==> config.mk <==
export PLATFORM = sky130hd
export DESIGN_NAME = sp_ram_arbiter
export DESIGN_NICKNAME = d
export VERILOG_FILES = /design/src/rtl/sp_ram_arbiter.sv
export SDC_FILE = /design/constraint.sdc
export NUM_CORES = 1
export LEC_CHECK = 0
export CAP_MARGIN = 5
export CORE_AREA = 8 8 122 124
export CTS_CLUSTER_DIAMETER = 120
export DETAILED_ROUTE_END_ITERATION = 7
export DIE_AREA = 0 0 130 132
export PLACE_DENSITY_LB_ADDON = 0.08
export SLEW_MARGIN = 20
export SYNTH_ARGS = -nofsm -noshare
export SYNTH_HDL_FRONTEND = slang
export SYNTH_SLANG_ARGS = --single-unit
==> constraint.sdc <==
create_clock -name clk -period 1.4 [get_ports clk]
set_input_delay 0.28 -clock clk [delete_from_list [all_inputs] [get_ports clk]]
set_output_delay 0.28 -clock clk [all_outputs]
set_load 0.01 [all_outputs]
==> src/rtl/sp_ram_arbiter.sv <==
`default_nettype none
// +----------------------------------------------------------------------------+
// | Module      : sp_ram_arbiter                                               |
// | Description : Round-robin two-master arbiter in front of one sp_ram_wrap.  |
// |               Optional stall counters: SP_RAM_ARB_STALL_CNT_EN.            |
// | Revision    : 1.0 - initial release                                        |
// +----------------------------------------------------------------------------+
module sp_ram_arbiter #(
    parameter int RAM_SIZE   = 32768,
    parameter int ADDR_WIDTH = $clog2(RAM_SIZE),
    parameter int DATA_WIDTH = 32
) (
    input  logic                    clk,
    input  logic                    rst_i,

    input  logic                    p0_req_i,
    output logic                    p0_gnt_o,
    input  logic [ADDR_WIDTH-1:0]   p0_addr_i,
    input  logic                    p0_we_i,
    input  logic [DATA_WIDTH/8-1:0] p0_be_i,
    input  logic [DATA_WIDTH-1:0]   p0_wdata_i,
    output logic                    p0_rvalid_o,
    output logic [DATA_WIDTH-1:0]   p0_rdata_o,

    input  logic                    p1_req_i,
    output logic                    p1_gnt_o,
    input  logic [ADDR_WIDTH-1:0]   p1_addr_i,
    input  logic                    p1_we_i,
    input  logic [DATA_WIDTH/8-1:0] p1_be_i,
    input  logic [DATA_WIDTH-1:0]   p1_wdata_i,
    output logic                    p1_rvalid_o,
    output logic [DATA_WIDTH-1:0]   p1_rdata_o,

    input  logic                    bypass_en_i,
    output logic                    ram_en_o,
    output logic [ADDR_WIDTH-1:0]   ram_addr_o,
    output logic [DATA_WIDTH-1:0]   ram_wdata_o,
    output logic                    ram_we_o,
    output logic [DATA_WIDTH/8-1:0] ram_be_o,
    output logic                    ram_bypass_en_o,
    input  logic [DATA_WIDTH-1:0]   ram_rdata_i,

    output logic [31:0]             stall_cnt0_o,
    output logic [31:0]             stall_cnt1_o,
    input  logic                    clr_stats_i
);

    localparam logic [31:0] c_CNT_MAX = 32'hFFFF_FFFF;

    logic       r_last_gnt;
    logic [1:0] r_rvalid;
    logic       w_gnt0;
    logic       w_gnt1;

    // Under contention the port that did not win last time is served.
    assign w_gnt0 = p0_req_i & (~p1_req_i | r_last_gnt);
    assign w_gnt1 = p1_req_i & (~p0_req_i | ~r_last_gnt);

    assign p0_gnt_o = w_gnt0;
    assign p1_gnt_o = w_gnt1;

    always_ff @(posedge clk) begin
        if (rst_i) begin
            r_last_gnt <= 1'b1;
            r_rvalid   <= 2'b00;
        end else begin
            if (w_gnt0 | w_gnt1) begin
                r_last_gnt <= w_gnt1;
            end
            r_rvalid <= {w_gnt1, w_gnt0};
        end
    end

    // Port 0 fields are presented whenever port 1 is not granted.
    assign ram_en_o        = w_gnt0 | w_gnt1;
    assign ram_addr_o      = w_gnt1 ? p1_addr_i  : p0_addr_i;
    assign ram_wdata_o     = w_gnt1 ? p1_wdata_i : p0_wdata_i;
    assign ram_we_o        = w_gnt1 ? p1_we_i    : p0_we_i;
    assign ram_be_o        = w_gnt1 ? p1_be_i    : p0_be_i;
    assign ram_bypass_en_o = bypass_en_i;

    assign p0_rvalid_o = r_rvalid[0];
    assign p1_rvalid_o = r_rvalid[1];
    assign p0_rdata_o  = ram_rdata_i;
    assign p1_rdata_o  = ram_rdata_i;

`ifdef SP_RAM_ARB_STALL_CNT_EN
    logic [31:0] r_stall_cnt0;
    logic [31:0] r_stall_cnt1;

    always_ff @(posedge clk) begin
        if (rst_i || clr_stats_i) begin
            r_stall_cnt0 <= 32'd0;
            r_stall_cnt1 <= 32'd0;
        end else begin
            if (p0_req_i && !w_gnt0 && r_stall_cnt0 != c_CNT_MAX) begin
                r_stall_cnt0 <= r_stall_cnt0 + 32'd1;
            end
            if (p1_req_i && !w_gnt1 && r_stall_cnt1 != c_CNT_MAX) begin
                r_stall_cnt1 <= r_stall_cnt1 + 32'd1;
            end
        end
    end

    assign stall_cnt0_o = r_stall_cnt0;
    assign stall_cnt1_o = r_stall_cnt1;
`else
    logic        w_unused_clr;
    logic [31:0] w_unused_max;

    assign w_unused_clr = clr_stats_i;
    assign w_unused_max = c_CNT_MAX;
    assign stall_cnt0_o = 32'd0;
    assign stall_cnt1_o = 32'd0;
`endif

endmodule
`default_nettype wire

==> impl_metrics.json <==
{
  "status": "finished, violations left",
  "violations": "negative setup slack",
  "p_int_mw": 1.26,
  "crit_start": "r_last_gnt",
  "netlist_area_sq_um": 1960,
  "period_minus_slack_ns": 1.83,
  "drt_iter0_drc": 12,
  "power_frac_seq_pct": 5.4,
  "leakage_nw": 1.61,
  "peakVddDrop_uv": 386,
  "grt_max_degree": 14,
  "num_io_pins": 328,
  "clk_latency_ns": 0.22,
  "grt_first_pass_wirelength_microns": 11600,
  "port_buffers": 164,
  "die_h_microns": 132,
  "drtAntennaViolNets": 0,
  "area_growth_pct": 72.9,
  "grt_pass1_vias": 1696,
  "core_sq_um": 13000,
  "h-tree-depth": 1,
  "routed_wl_microns": 8270,
  "worstPathArrival_ns": 1.55,
  "critPathKind": "reg -> out",
  "antenna_found_initial": 0,
  "critPathLaunchType": "flip-flop",
  "post-route-drc-count": 0,
  "r2r_slack_ns": 0.24,
  "worstHoldPathType": "in -> reg",
  "rows": 42,
  "switching_share_pct": 28.5,
  "clk_pin_slew_ns": 0.03,
  "worst_ep_required_time_ns": 1.12,
  "cts_buffers": 3,
  "post-route-util_pct": 26.1,
  "grt_util_all_layers_pct": 9.06,
  "synth-seq-cells": 3,
  "synth.area.top_cells": "buf_4 (49%), mux2_4 (37%), buf_12 (5.1%)",
  "p_sw_uw": 505,
  "die_w_microns": 130,
  "gp_congestion": 0.697,
  "grt_setup_unrepaired": "true",
  "reg2reg_depth": 6,
  "wire_per_inst_microns": 16.9,
  "rr_endpoint": "r_rvalid[1]",
  "die_area_sq_um": 17200,
  "combPwrFrac_pct": 69.3,
  "setup_violations": 53,
  "clockPowerShare_pct": 25.3,
  "yosysSeqAreaShare_pct": 3.06,
  "drive_gt1_share_pct": 42.6,
  "max_cap_viol_count": 0,
  "detail_route.vias_per_cell": 3.03,
  "root_buffer": "clkbuf_16",
  "start_util_pct": 15.1,
  "max_freq_ghz": 0.547,
  "cts.sinks": 3,
  "critical_path.endpoint": "ram_addr_o[4]",
  "skew_ns": 0.00224,
  "yosys_warnings": 0,
  "grt_remaining_overflow": 0,
  "cts_hold_buf": 0,
  "via_count": 1479,
  "cts_tree": "yes",
  "dr.pass1.iters": 2,
  "synth_top_area_share_pct": 49.4,
  "netlist_instances": 199,
  "final_net_count": 455,
  "slew_violations": 0,
  "yosys.area.top_type": "buf_4",
  "diodes": 0,
  "period_share_pct": 130,
  "avgSynthCellArea_sq_um": 9.85,
  "r2r_start": "r_last_gnt",
  "ys_types": 14,
  "p_per_area_nw_per_um2": 522,
  "power.total_mw": 1.77,
  "cts.path.max_buffers": 2,
  "place_hpwl_microns": 6790,
  "timing.final.ws_setup_ns": -0.427,
  "hold_viol": 0,
  "path_max_fanout": 7,
  "cp-end-kind": "output pin"
}
==> worst min-delay path by stage <==
stage	slack (ns)	cells after the start	endpoint	startpoint
floorplan	0.35	1	r_rvalid[1]	rst_i
global placement	0.56	0	p0_rdata_o[24]	ram_rdata_i[24]
detailed placement	0.56	0	p0_rdata_o[24]	ram_rdata_i[24]
CTS	0.56	0	p0_rdata_o[24]	ram_rdata_i[24]
global route	0.56	0	p0_rdata_o[5]	ram_rdata_i[5]
finish	0.52	4	r_rvalid[0]	p1_req_i
==> layout make-up <==
class	count	area, sq um
inverter	1	3.75
clock buffer	4	78.8
sequential	3	61.3
multi-input combinational	123	1080
fill	1422	9590
timing repair buffer	181	1950
tap	176	220
==> placed cells by master, fill, tap and decap left out, drive strengths merged <==
master	n
nor2	1
nor3	1
a211o	1
a21boi	1
dfxtp	3
clkbuf	8
or2	1
mux2	52
inv	1
conb	64
dlymetal6s2s	2
clkdlybuf4s50	105
buf	70
nor2b	2
==> metal layers <==
layer  up-vias  share of wire, %  global-route usage [%]
met5         -                 0                       0
met4         0               1.1                    2.52
met3        11                11                    3.56
met2       122                51                    16.0
met1       663                37                    9.70
li1        683                 -                       -
==> flip-flops by register name, summed over array words and instances, names as in the netlist <==
register	count
r_rvalid	2
r_last_gnt	1
==> worst max-delay path: stages (launching register included) <==
cell and delay (ns):
dfxtp_2 0.32, a21boi_4 0.17, buf_12 0.14, buf_12 0.12
buf_16 0.13, mux2_4 0.31, buf_6 0.12
==> power by group through the flow <==
stage               logic [mW]  clock network, mW  registers [mW]
finish                    1.23              0.448          0.0955
global route              1.30              0.470          0.0960
CTS                       1.26              0.460          0.0959
detailed placement        1.09                  0          0.0963
global placement          1.09                  0          0.0962
floorplan                0.808                  0          0.0971
==> synth_stat cells <==
master      n
a21boi_2    1
mux2_2      4
conb_1      1
inv_1       1
a211o_1     1
buf_6       1
nor3_1      1
dfxtp_1     3
mux2_4     48
nor2b_1     2
or2_2       1
nor2_1      1
buf_4     129
buf_12      5
==> through the flow <==
stage	setup TNS (ns)	instances	worst slack (ns)	hold WS [ns]	instance area (sq um)
2_1_floorplan	0	262	0.0449	0.352	2200
3_3_place_gp	-53.70	473	-1.02	0.560	3060
3_5_place_dp	-54.89	473	-1.05	0.560	3060
4_1_cts	-22.33	488	-0.504	0.560	3430
5_1_grt	-21.98	488	-0.472	0.560	3390
6_report	-19.50	488	-0.427	0.518	3390
==> cell families after synthesis <==
| logic type | count (synthesis) | synth area share (%) |
|---|---|---|
| flip-flops | 3 | 3.06 |
| multiplexers | 52 | 39.1 |
| AO/OA/AOI/OAI | 2 | 1.02 |
| buffers and inverters | 136 | 55.3 |
| other | 1 | 0.191 |
| AND/OR/NAND/NOR | 5 | 1.40 |
==> repair_timing <==
| action | in CTS | in global routing |
|---|---|---|
| gates cloned | 5 | 1 |
| pin swaps | 1 | 1 |
| buffers inserted | 6 | 3 |
| setup endpoints to repair | 55 | 56 |
| gates resized for setup | 296 | 12 |
Note: power is estimated with default switching activity, not from simulation.
